$ cat config.mk
export PLATFORM = sky130hd
export DESIGN_NAME = lpc_i2s_tx
export DESIGN_NICKNAME = d
export VERILOG_FILES = /design/src/rtl/lpc_i2s_tx.sv
export SDC_FILE = /design/constraint.sdc
export NUM_CORES = 1
export LEC_CHECK = 0
export ABC_AREA = 1
export CORE_ASPECT_RATIO = 0.5
export CORE_MARGIN = 1.5
export CORE_UTILIZATION = 55
export DETAILED_ROUTE_END_ITERATION = 7
export PLACE_DENSITY = 0.75
export RECOVER_POWER = 50
export SYNTH_ARGS = -nofsm -noshare
export SYNTH_HDL_FRONTEND = slang
export SYNTH_SLANG_ARGS = --single-unit
$ cat constraint.sdc
create_clock -name clk -period 4.1 [get_ports clk]
set_input_delay 0.615 -clock clk [delete_from_list [all_inputs] [get_ports clk]]
set_output_delay 0.615 -clock clk [all_outputs]
set_load 0.02 [all_outputs]
$ cat src/rtl/lpc_i2s_tx.sv
// lpc_i2s_tx: sink for the lpc decoder's PHY sample port.
// Pulls decoded channel pairs over the phy_rd handshake, undoes FLAC stereo
// decorrelation, buffers {R,L} frames in a small FIFO and serialises them as
// standard I2S (16-bit slots, MSB first, 32 BCLK per frame).
// Optional feature: define LPC_I2S_HOLD_EN to repeat the last popped frame on
// underrun instead of sending silence.
module lpc_i2s_tx #(
  parameter int unsigned BCLK_HALF  = 65,
  parameter int unsigned FIFO_DEPTH = 4
) (
  input  logic        clk,
  input  logic        rst,
  input  logic        phy_rd_valid,
  output logic        phy_rd,
  input  logic [1:0]  phy_rd_chansgn,
  input  logic [16:0] phy_rd_data_chan0,
  input  logic [16:0] phy_rd_data_chan1,
  output logic        i2s_bclk,
  output logic        i2s_lrck,
  output logic        i2s_sd,
  output logic [15:0] underrun_cnt
);

  localparam int unsigned AW = (FIFO_DEPTH > 1) ? $clog2(FIFO_DEPTH) : 1;
  localparam int unsigned DW = (BCLK_HALF > 1) ? $clog2(BCLK_HALF) : 1;

  // ---------------------------------------------------------------------------
  // Handshake and capture stage
  // ---------------------------------------------------------------------------
  logic        take;
  logic        cap_valid;
  logic [1:0]  cap_sgn;
  logic [16:0] cap_ch0;
  logic [16:0] cap_ch1;

  logic [AW:0]   occ;
  logic [AW+1:0] used;

  assign take = phy_rd & phy_rd_valid;

  // Pairs already committed (in FIFO, in the capture stage, or being strobed)
  assign used = {1'b0, occ}
              + {{(AW+1){1'b0}}, cap_valid}
              + {{(AW+1){1'b0}}, phy_rd};

  // Read strobe: single-cycle pulses, never back to back, only with room left
  always_ff @(posedge clk or posedge rst) begin
    if (rst) begin
      phy_rd <= 1'b0;
    end else begin
      phy_rd <= phy_rd_valid && !phy_rd && (used < (AW+2)'(FIFO_DEPTH));
    end
  end

  // Capture register loaded on each completed transfer
  always_ff @(posedge clk or posedge rst) begin
    if (rst) begin
      cap_valid <= 1'b0;
      cap_sgn   <= '0;
      cap_ch0   <= '0;
      cap_ch1   <= '0;
    end else begin
      cap_valid <= take;
      if (take) begin
        cap_sgn <= phy_rd_chansgn;
        cap_ch0 <= phy_rd_data_chan0;
        cap_ch1 <= phy_rd_data_chan1;
      end
    end
  end

  // ---------------------------------------------------------------------------
  // Stereo reconstruction (17-bit arithmetic, low 16 bits kept)
  // ---------------------------------------------------------------------------
  logic [16:0] diff01;
  logic [16:0] sum01;
  logic [16:0] side_half;
  logic [16:0] mid_r;
  logic [16:0] mid_l;
  logic [15:0] rec_l;
  logic [15:0] rec_r;

  // Undo left/side, side/right and mid/side decorrelation
  always_comb begin
    diff01    = cap_ch0 - cap_ch1;
    sum01     = cap_ch0 + cap_ch1;
    side_half = {cap_ch1[16], cap_ch1[16:1]};
    mid_r     = cap_ch0 - side_half;
    mid_l     = mid_r + cap_ch1;
    rec_l     = cap_ch0[15:0];
    rec_r     = cap_ch1[15:0];
    unique case (cap_sgn)
      2'd0: begin
        rec_l = cap_ch0[15:0];
        rec_r = cap_ch1[15:0];
      end
      2'd1: begin
        rec_l = cap_ch0[15:0];
        rec_r = diff01[15:0];
      end
      2'd2: begin
        rec_l = sum01[15:0];
        rec_r = cap_ch1[15:0];
      end
      default: begin
        rec_l = mid_l[15:0];
        rec_r = mid_r[15:0];
      end
    endcase
  end

  // ---------------------------------------------------------------------------
  // Frame FIFO, entries stored as {R,L}
  // ---------------------------------------------------------------------------
  logic [31:0]   mem [FIFO_DEPTH];
  logic [AW-1:0] wr_ptr;
  logic [AW-1:0] rd_ptr;
  logic          do_push;
  logic          do_pop;
  logic          fifo_empty;
  logic [31:0]   head;

  logic          fall;
  logic [4:0]    fidx;
  logic          frame_start;

  assign fifo_empty  = (occ == '0);
  assign frame_start = fall && (fidx == 5'd0);
  assign do_push     = cap_valid;
  assign do_pop      = frame_start && !fifo_empty;
  assign head        = mem[rd_ptr];

  // Storage array; contents are don't-care until written
  always_ff @(posedge clk) begin
    if (do_push) begin
      mem[wr_ptr] <= {rec_r, rec_l};
    end
  end

  // Pointers and occupancy; push and pop in the same cycle cancel out
  always_ff @(posedge clk or posedge rst) begin
    if (rst) begin
      wr_ptr <= '0;
      rd_ptr <= '0;
      occ    <= '0;
    end else begin
      if (do_push) begin
        wr_ptr <= wr_ptr + AW'(1);
      end
      if (do_pop) begin
        rd_ptr <= rd_ptr + AW'(1);
      end
      unique case ({do_push, do_pop})
        2'b10:   occ <= occ + (AW+1)'(1);
        2'b01:   occ <= occ - (AW+1)'(1);
        default: occ <= occ;
      endcase
    end
  end

  // ---------------------------------------------------------------------------
  // Bit clock divider
  // ---------------------------------------------------------------------------
  logic [DW-1:0] div;
  logic          div_wrap;

  assign div_wrap = (div == DW'(BCLK_HALF - 1));
  assign fall     = div_wrap && i2s_bclk;

  // Toggle BCLK every BCLK_HALF core cycles
  always_ff @(posedge clk or posedge rst) begin
    if (rst) begin
      div      <= '0;
      i2s_bclk <= 1'b0;
    end else if (div_wrap) begin
      div      <= '0;
      i2s_bclk <= ~i2s_bclk;
    end else begin
      div      <= div + DW'(1);
    end
  end

  // ---------------------------------------------------------------------------
  // Underrun fill frame
  // ---------------------------------------------------------------------------
  logic [31:0] fill_word;
  logic [31:0] load_word;

`ifdef LPC_I2S_HOLD_EN
  logic [31:0] last_word;

  // Remember the most recently popped frame for replay on underrun
  always_ff @(posedge clk or posedge rst) begin
    if (rst) begin
      last_word <= '0;
    end else if (do_pop) begin
      last_word <= {head[15:0], head[31:16]};
    end
  end

  assign fill_word = last_word;
`else
  assign fill_word = '0;
`endif

  // Shift order is {L,R}: left slot goes out first
  assign load_word = fifo_empty ? fill_word : {head[15:0], head[31:16]};

  // ---------------------------------------------------------------------------
  // Serializer: sd/lrck move only on BCLK falling edges
  // ---------------------------------------------------------------------------
  logic [31:0] shreg;

  // MSB of the frame is presented on the same edge that loads it, so the
  // shift register holds the remaining 31 bits left-aligned
  always_ff @(posedge clk or posedge rst) begin
    if (rst) begin
      fidx         <= '0;
      shreg        <= '0;
      i2s_sd       <= 1'b0;
      i2s_lrck     <= 1'b0;
      underrun_cnt <= '0;
    end else if (fall) begin
      fidx <= fidx + 5'd1;
      if (fidx == 5'd0) begin
        i2s_sd <= load_word[31];
        shreg  <= {load_word[30:0], 1'b0};
        if (fifo_empty && (underrun_cnt != 16'hFFFF)) begin
          underrun_cnt <= underrun_cnt + 16'd1;
        end
      end else begin
        i2s_sd <= shreg[31];
        shreg  <= {shreg[30:0], 1'b0};
      end
      if (fidx == 5'd15) begin
        i2s_lrck <= 1'b1;
      end else if (fidx == 5'd31) begin
        i2s_lrck <= 1'b0;
      end
    end
  end

endmodule
==> summary.md, run 1 <==
| Metric | Value |
|---|---|
| Syn nets | 1,411 |
| R2R Setup Slk | about 320 ps |
| Placed cell count | ~1,600 |
| Final wirelength | approximately 30 mm |
| Initial core utilization | 0.562 |
| Area after DPL | about 13,000 µm² |
| Critical path, cell by cell | ha_1 -> fa_1 -> nand3b_1 -> nand2_1 -> a21oi_1 -> o21ai_2 -> a21oi_1 -> or2_2 -> nand3_1 -> o21ai_0 -> ha_1 -> a21o_1 -> inv_1 -> o21ai_0 -> a21oi_1 -> o21ai_0 -> o21ai_0 -> a21oi_1 -> a21oi_2 |
| Critical path origin | cap_ch1[1] |
| Worst-Margin Slew | 2740 ps |
| Tot Pwr | 11.9 mW |
| Crit. path cell count | 19 |
| Hold slack | between 400 and 500 ps |
| Via count | about 9,600 |
| Top cell family by delay on the critical path | compound AO/OA/AOI/OAI gates |
| CTS sink cnt | 234 |
| Status | finished, violations left |
| CORE AREA | between 20,000 and 25,000 µm² |
| Share of layout cells above drive strength 1 | 0.0474 |
| Unrepaired setup endpoints after global routing | false |
| Wire length per cell | 17.8 µm |
| DRC viols | 0 |
| Most common cell after layout, fill and taps aside | nand2_1 |
| Worst EP required | 4440 ps |
| First-pass GRT wire length | 47.1 mm |
| Adder-cell share of the synthesized area | 0.0692 |
| Worst slack at placement | 151 ps |
| CTS tree | built |
| Congestion Overflow GR | 0 |
| Critical Path Max Stage Delay | 430 ps |
| CP Capture Type | register |
| R2R Path Start | cap_ch1[1] |
| Height of the die | 108 µm |
| Htree depth | 1 |
| Hold WC Path Type | reg2reg |
| Non-Filler Instances | 1,671 |
| Hpwl dp | 20.0 mm |
| Die extent in x | between 200 and 250 µm |
| Largest family of logic cells by synthesized area | simple AND/OR/NAND/NOR gates |
| Synth Area in XOR/XNOR | 0.0280 |
| Slowest CP cell | dfrtp_1 |
| CTS root buf | clkbuf_16 |
| Mean Syn Cell Area | 9.32 µm² |
| Setup TNS Final | 0 ps |
| Final WS setup | between 300 and 400 ps |
| Initial DRC Count | around 930 |
| Final Hold Fails | 0 |
| Post-route clock skew | 5.61 ps |
| Row count | 38 |
| Post-Syn Instances | around 1,300 |
| Compound-Gate Fraction of Synth Area | 0.156 |
| Max_cap viols | 6 |
| Max VDD drop | 0.422 mV |
| Multiplexer share of the synthesized area | 0 |
| Most frequent cells in the layout | nand2_1, edfxtp_1, o21ai_0 |
| Synth Register Bits | 234 |
| Post-synth EDFFs | 128 |
| Most used flip-flop cell after synthesis | edfxtp_1 |
| Total track usage | 0.265 |
| Minimum clock period | 3780 ps |
| Leak pwr | around 5.9 nW |
| Routed length on met3 | 2.33 mm |
| Post-route cell area | 13,700 µm² |
| Synth warn | 0 |
| TritonRoute pass-1 iters | 5 |
| Failing checks | max-capacitance violations, max-slew violations |
| Utilization after layout | 0.633 |
| Placer Congestion | between 0.9 and 1 |
| Largest net degree at the start of global routing | 66 |
| Max FO, Critical Path | 4 |
| Cell variety after synth | between 40 and 50 |
| N_diodes | 0 |
| Buffers on Ports | 57 |
| Ys async rst share | 0.453 |
| Area Overhead vs Synth | 12.8% |
| Ports | 59 |
| Metal2 WL | 13.3 mm |
| Worst Setup Start Kind | register |
| FMAX | 264 MHz |
| Sequential share of the synthesized area | 0.533 |
| Simple-Gate Fraction of Synth Area | 0.163 |
| Final period util | 0.923 |
| Clock Path Buffers | 3 |
| Routed met1 length | ~14 mm |
| Slew Limit Headroom | -0.840 |
| Worst Path Buf+Inv | 1 |
| # setup viols final | 0 |
| Clock buffer count from CTS | 22 |
| Reg clk slew, reported paths | about 70 ps |
| Max-slew violation count | 254 |
| Top layer in use | met4 |
| Cell area after synthesis | approximately 12,000 µm² |
| ANT nets after route | 0 |
| Power Dens Cells | 865 nW/µm² |
| Crit path to | mem[3][13] |
| Vias per inst | 5.72 |
| FF-to-FF path depth | 19 |
| Worst skew pair latency | 510 ps |
| Crit path DAT | 4120 ps |
| Worst reg2reg path endpoint | mem[3][13] |
| Post-layout net count | 1,460 |
| Antenna violations before repair | 0 |
| Crit path kind | reg2reg |
| Post-CTS Setup Bufs | 0 |
| Full die area | 23,100 µm² |
| Vias in the first global route | 9,121 |
==> routing by layer <==
layer  up-vias  global-route usage
met2       349               0.427
met4         0              0.0624
met1      4566               0.380
met3        37              0.0395
li1       4607                   -
met5         -                   0
==> what timing repair did <==
| action | 4_1_cts | 5_1_grt |
|---|---|---|
| hold buffers | 0 | 0 |
| endpoints found under the hold margin | 0 | 0 |
| endpoints found under the setup margin | 0 | 20 |
| gates resized for setup | 0 | 4 |
==> final cells by class <==
type	instances	area [µm²]
clock buffers	31	594
clock inverters	8	77.6
fillers	1787	7950
inverters	115	434
multi-input cells	908	5050
flip-flops and latches	234	6500
well taps	300	375
repair buffers	75	703
==> cells in the mapped netlist, drive strengths merged, types with 14 or more instances <==
cell | n | area [µm²]
nand2 | 299 | 1130
edfxtp | 128 | 3840
o21ai | 127 | 636
inv | 113 | 424
dfrtp | 106 | 2650
a21oi | 102 | 510
nor2 | 97 | 374
ha | 61 | 763
clkbuf | 45 | 169
nand3 | 44 | 220
o22ai | 34 | 213
xor2 | 28 | 245
a32o | 20 | 200
nor3 | 14 | 80.1
==> worst register-to-register path: cells and delay by family (launching register included) <==
kind / cells / cell delay [ps]
AOI/OAI and AO/OA: 11 / 1470
adders and majority gates: 3 / 980
and+or+nand+nor: 4 / 670
DFF: 1 / 430
buffers and inverters: 1 / 50
==> kinds of logic (layout without fill, tap and decap cells) <==
| kind of cell | Yosys count | after routing |
|---|---|---|
| DFF | 234 | 234 |
| AOI/OAI and AO/OA | 327 | 327 |
| buffers and inverters | 165 | 229 |
| adders and majority gates | 65 | 65 |
| and+or+nand+nor | 477 | 477 |
| xor gates and xnor gates | 39 | 39 |
==> where the power goes <==
group          internal (mW)  total [mW]  switching, mW
logic                   2.09        6.29           4.20
registers               3.37        3.63          0.261
clock network           1.08        1.96          0.878
==> how the worst min path moves through the flow <==
stage	end	start	depth (start not counted)	slack, ps
6_report	shreg[31]	shreg[31]	2	490
5_1_grt	shreg[21]	shreg[21]	2	520
4_1_cts	shreg[31]	shreg[31]	2	490
3_5_place_dp	shreg[23]	shreg[23]	2	470
3_3_place_gp	shreg[18]	shreg[18]	2	470
2_1_floorplan	shreg[10]	shreg[10]	2	450
==> registers in the layout, summed over array words and instances (netlist names) <==
name,cells
i2s_sd,1
i2s_bclk,1
cap_ch1,17
fidx,5
div,7
cap_ch0,16
shreg,31
underrun_cnt,16
rd_ptr,2
i2s_lrck,1
phy_rd,1
cap_valid,1
wr_ptr,2
mem,128
occ,3
cap_sgn,2
Note: power is estimated with default switching activity, not from simulation.
==> run 2, diff against run 1 <==
CORE_UTILIZATION = 30   (was 55)
PLACE_DENSITY = default   (was 0.75)
RECOVER_POWER = 25   (was 50)
==> run 2 against run 1 <==
Compared with the run above: the flow still finishes with violations (max-capacitance violations, max-slew violations); via count decreased by 1.8%; total power rose by 3.5%; largest power group unchanged; critical path type unchanged; cell area is 3.4% higher; largest cell class unchanged; register-to-register slack got worse by 40 ps; sequential power barely moved; clock skew increased by 24 ps; sequential share of layout area down 1.5 points; routed wire length rose by 3.6%; cell count is 14% higher; fmax is 1.0% lower.
==> summary.md, run 2 (same netlist as run 1, synthesis figures left out) <==
| Metric | Value |
|---|---|
| Crit path DAT | 4070 ps |
| Post-layout net count | 1,468 |
| Share of layout cells above drive strength 1 | 0.0608 |
| Full die area | ~42,000 µm² |
| Initial core utilization | 0.309 |
| Max reg flops | 128 |
| Final wirelength | between 30 and 40 mm |
| Reg clk slew, reported paths | 60 ps |
| Sequential share of power | 0.295 |
| Worst-Margin Slew | 2200 ps |
| Vias in the first global route | 8,764 |
| Logic pwr share | 0.521 |
| Worst EP required | 4340 ps |
| Max-slew violation count | 101 |
| Most common cell after layout, fill and taps aside | nand2_1 |
| Slew Limit Headroom | -0.465 |
| Leak pwr | 5.98 nW |
| Max VDD drop | 0.375 mV |
| Critical path, cell by cell | ha_1 -> fa_1 -> nand3b_1 -> nand2_1 -> a21oi_1 -> o21ai_2 -> a21oi_1 -> or2_2 -> nand3_1 -> o21ai_0 -> ha_1 -> a21o_1 -> inv_1 -> o21ai_0 -> nand2_1 -> nand3_1 -> inv_1 -> nand2_1 -> inv_1 -> nand2_1 -> nand3_1 -> nand2_2 |
| CTS root buf | clkbuf_16 |
| Most frequent cells in the layout | nand2_1, edfxtp_1, o21ai_0 |
| Antenna violations before repair | 0 |
| Row count | 51 |
| Clock share of power | 0.183 |
| Ports | a little under 60 |
| Largest net degree at the start of global routing | 66 |
| Worst slack at placement | around 160 ps |
| Max_cap viols | 3 |
| Minimum clock period | 3820 ps |
| ANT nets after route | 0 |
| Htree depth | 1 |
| Post-CTS Setup Bufs | 0 |
| Clock Path Buffers | 3 |
| Crit. path cell count | 22 |
| Internal power | 6.81 mW |
| Placer Congestion | just over 0.9 |
| Final Hold Fails | 0 |
| Via count | 9,383 |
| Top reg by flops | mem |
| Most frequent CP cell | nand2_1 |
| Wire length per cell | 16.1 µm |
| Crit path kind | reg2reg |
| Buffers on Ports | 57 |
| FF-to-FF path depth | 22 |
| FMAX | ~260 MHz |
| CORE AREA | just under 40,000 µm² |
| Vias per inst | 4.91 |
| Post-CTS Hold Buffers | 0 |
| Max FO, Critical Path | 4 |
| Post-route clock skew | 29.3 ps |
| # setup viols final | 0 |
| Final period util | 0.932 |
| Height of the die | about 150 µm |
| TritonRoute pass-1 iters | 5 |
| Slowest CP cell | dfrtp_1 |
| Hpwl dp | about 21 mm |
| Switching power share of the total | 0.446 |
| Setup TNS Final | 0 ps |
| Congestion Overflow GR | 0 |
| Sw Pwr | 5.49 mW |
| Top flop regs | mem x128, shreg x31, cap_ch1 x17 |
| Critical Path Max Stage Delay | between 400 and 500 ps |
| Total track usage | 0.145 |
| Failing checks | max-capacitance violations, max-slew violations |
| CP Capture Type | register |
| N_diodes | 0 |
| Unrepaired setup endpoints after global routing | false |
| Die extent in x | 288 µm |
| Top cell family by delay on the critical path | simple AND/OR/NAND/NOR gates |
| First-pass GRT wire length | 48.4 mm |
| CTS tree | built |
| Worst Path Buf+Inv | 3 |
| Final WS setup | 277 ps |
| Power Dens Cells | 867 nW/µm² |
| Status | finished, violations left |
| DRC viols | 0 |
| Worst Setup Start Kind | register |
| Hold WC Path Type | reg2reg |
| Initial DRC Count | 747 |
| Hold Path Depth | 1 |
| Area Overhead vs Synth | 16.6% |
| CTS sink cnt | 234 |
| Clock buffer count from CTS | 24 |
| Worst skew pair latency | between 500 and 600 ps |
-- run 2: cell count changes in the layout (fill, tap and decap cells not counted), sizes merged --
cell,before,now
clkinvlp,1,4
buf,14,21
inv,109,114
clkdlybuf4s50,55,56
bufinv,1,3
clkinv,12,9
clkbuf,35,31
dlygate4sd3,2,1
-- run 2: through the flow --
stage	util	cell area, µm²	std cells	power [mW]	hold WS [ps]
finish	0.360	14200	1911	12.3	487
global route	0.360	14200	1911	13.3	519
CTS	0.361	14200	1911	12.2	490
detailed placement	0.340	13400	1868	9.92	473
global placement	0.340	13400	1868	9.90	469
floorplan	-	12200	1307	8.05	453
-- run 2: power groups by stage --
stage                     Clock (mW)  Sequential [mW]  Combinational [mW]
after floorplan                    0             3.57                4.48
after global placement             0             3.67                6.22
after detailed placement           0             3.68                6.24
after CTS                       2.30             3.63                6.28
after global routing            2.41             3.66                7.18
final                           2.26             3.63                6.42
-- run 2: final cells by class --
cell class / count / area (µm²)
Timing Repair Buffer: 81 / 741
Sequential cell: 234 / 6500
Multi-Input combinational cell: 908 / 5050
Inverter: 115 / 434
Fill cell: 4037 / 25200
Clock inverter: 15 / 169
Clock buffer: 28 / 637
Tap cell: 530 / 663
-- run 2: repair_timing --
item                                   4_1_cts  5_1_grt
endpoints found under the hold margin        0        0
gates resized for setup                      0        4
setup endpoints to repair                    0       28
-- run 2: worst register-to-register path, stage by stage, from the launching register on --
cell and delay, ps:
dfrtp_1 440, ha_1 240, fa_1 410, nand3b_1 180
nand2_1 110, a21oi_1 140, o21ai_2 170, a21oi_1 110
or2_2 290, nand3_1 80, o21ai_0 110, ha_1 330
a21o_1 170, inv_1 50, o21ai_0 100, nand2_1 110
nand3_1 80, inv_1 50, nand2_1 60, inv_1 50
nand2_1 40, nand3_1 70, nand2_2 110
-- run 2: worst paths after layout --
check	from	slack, ps	endpoint
max	cap_ch1[1]	280	mem[0][15]
min	phy_rd	490	phy_rd
max reg2reg	cap_ch1[1]	280	mem[0][15]
min reg2reg	phy_rd	490	phy_rd
max in group asynchronous	rst	990	shreg[17]
min in group asynchronous	rst	1030	underrun_cnt[15]
-- run 2: per-layer routing --
metal  track usage  part of all wire
met1         0.209              0.49
met2         0.227              0.44
met3        0.0245             0.048
met4        0.0338             0.020
met5             0                 0
==> run 3, diff against run 2 <==
CELL_PAD_IN_SITES_DETAIL_PLACEMENT = 2   (was default)
CELL_PAD_IN_SITES_GLOBAL_PLACEMENT = 2   (was default)
MAX_ROUTING_LAYER = met4   (was default)
PLACE_DENSITY_LB_ADDON = 0.1   (was default)
==> run 3 against run 2 <==
Compared with the run above: the run still ends with max-capacitance violations, max-slew violations left; sequential power about the same; first-iteration DRC count shrank 37%; total power increased by 7.5%; combinational power grew 14%; largest cell class unchanged.
==> summary.md, run 3 (same netlist as run 1, synthesis figures left out) <==
| Metric | Value |
|---|---|
| Register area | ~6500 µm² |
| Minimum clock period | 3830 ps |
| Antenna violations before repair | 0 |
| Total track usage | 0.203 |
| Tot Pwr | 13.2 mW |
| Crit path DAT | about 4300 ps |
| Htree depth | 1 |
| Final WS setup | 266 ps |
| CTS sink cnt | 234 |
| Largest net degree at the start of global routing | 66 |
| CTS tree | built |
| Post-layout net count | 1,483 |
| Max_cap viols | 2 |
| Worst slack at placement | -10.4 ps |
| Initial DRC Count | 474 |
| CTS root buf | clkbuf_16 |
| Initial core utilization | 0.309 |
| Critical Path Max Stage Delay | 420 ps |
| Max VDD drop | 0.447 mV |
| Worst EP required | roughly 4500 ps |
| Status | finished, violations left |
| Max reg flops | around 130 |
| Hold WC Path Type | reg2reg |
| Worst Path Buf+Inv | 3 |
| Die extent in x | 288 µm |
| CP Capture Type | register |
| Crit path kind | reg2reg |
| Max FO, Critical Path | 4 |
| Top flop regs | mem x128, shreg x31, cap_ch1 x17 |
| Reg clk slew, reported paths | approximately 60 ps |
| Top cell family by delay on the critical path | compound AO/OA/AOI/OAI gates |
| Critical path, cell by cell | inv_2 -> ha_4 -> fa_2 -> nand3b_1 -> nand2_1 -> a21oi_1 -> o21ai_1 -> a21oi_2 -> or2_2 -> nand3_1 -> o21ai_1 -> ha_1 -> a21o_1 -> inv_1 -> o21ai_1 -> a21oi_1 -> o21ai_1 -> o21ai_1 -> a21oi_1 -> a21oi_1 -> buf_4 |
| Clock Path Buffers | 3 |
| Worst-Margin Slew | 2570 ps |
| Power Dens Cells | 922 nW/µm² |
| Vias per inst | 5.11 |
| Area Overhead vs Synth | 17.7% |
| Failing checks | max-capacitance violations, max-slew violations |
| Full die area | between 40,000 and 50,000 µm² |
| Final Hold Fails | 0 |
| Most common cell after layout, fill and taps aside | nand2_1 |
| Hpwl dp | 28.7 mm |
| Area after DPL | 13,500 µm² |
| Non-Filler Instances | approximately 1,900 |
| # setup viols final | 0 |
| DRC viols | 0 |
| Worst skew pair latency | ~560 ps |
| First-pass GRT wire length | 63.4 mm |
| FMAX | 261 MHz |
| Slowest CP cell | fa_2 |
| Leak pwr | 6.06 nW |
| Placed cell count | 1,879 |
| Top reg by flops | mem |
| TritonRoute pass-1 iters | 5 |
| Wire length per cell | 21.1 µm |
| Buffers on Ports | 57 |
| Row count | 51 |
| Height of the die | 145 µm |
| Most frequent cells in the layout | nand2_1, edfxtp_1, o21ai_0 |
| Placer Congestion | about 0.85 |
| Fillers | 4,322 |
| Vias in the first global route | 10,642 |
| Slew Limit Headroom | -0.723 |
| Post-route cell area | 14,300 µm² |
| Worst Setup Start Kind | register |
| Max-slew violation count | 85 |
| Area of the multi-input gates | around 5100 µm² |
| CORE AREA | 39,400 µm² |
| Post-CTS Hold Buffers | 0 |
| Congestion Overflow GR | 0 |
| N_diodes | 0 |
| Via count | slightly below 10,000 |
| ANT nets after route | 0 |
| Final period util | 0.935 |
| Most frequent CP cell | o21ai_1 |
| Clock buffer count from CTS | 25 |
| Ports | 59 |
| Final wirelength | 40.6 mm |
| Share of layout cells above drive strength 1 | 0.0780 |
| Post-route clock skew | around 15 ps |
run 3: cell count changes in the layout (fill, tap and decap cells not counted), moves of 2 or more:
cell | previous run | this run
o21ai_1 | 2 | 9
buf_4 | 21 | 36
clkbuf_8 | 0 | 2
clkinvlp_4 | 3 | 1
bufinv_16 | 3 | 1
o21ai_0 | 124 | 117
inv_1 | 108 | 104
clkinv_2 | 5 | 7
inv_2 | 3 | 8
run 3: area by class of cell:
type	instances	share of cell area
Inverter	115	0.0303
Sequential cell	234	0.453
Clock inverter	15	0.00890
Multi-Input combinational cell	908	0.355
Tap cell	530	0.0463
Clock buffer	30	0.0464
Timing Repair Buffer	95	0.0603
run 3: routing by layer:
metal  global-route usage  wire length, µm  up-vias
met5                    -                0        -
met1                0.283            20200     5029
met4               0.0264              441        0
met3               0.0262             1130       37
met2                0.324            18800      123
li1                     -                -     4651
run 3: worst paths after layout:
| path | start | slack, ps | endpoint | cells after the start |
|---|---|---|---|---|
| setup / recovery | cap_ch0[0] | 270 | mem[2][13] | 21 |
| hold / removal | i2s_sd | 490 | i2s_sd | 2 |
| setup reg to reg | cap_ch0[0] | 270 | mem[2][13] | 21 |
| hold reg to reg | i2s_sd | 490 | i2s_sd | 2 |
| max in group asynchronous | rst | 1580 | rd_ptr[0] | 2 |
| min in group asynchronous | rst | 1230 | div[4] | 2 |
run 3: tightest hold or removal path, cell delays in order (launching register included):
cell,delay (ps)
dfrtp_1,340
nand2_1,50
o21ai_0,60
run 3: through the flow:
step	TNS, ps	hold WS, ps	util
floorplan	0	453	-
global placement	0	470	0.342
detailed placement	-41.2	476	0.342
CTS	0	493	0.362
global route	-52.3	520	0.363
finish	0	485	0.363
run 3: where the power goes:
part	internal [mW]	leakage (nW)	switching [mW]	total (mW)
registers	3.37	2.56	0.265	3.64
clock network	1.23	0.393	1.03	2.26
logic	2.34	3.10	4.98	7.32
total	6.95	6.06	6.27	13.2
run 3: repair_timing:
item / 4_1_cts / 5_1_grt
endpoints found under the setup margin: 8 / 44
resized for setup: 1 / 17
pin swaps: 0 / 5
setup buffers: 0 / 3
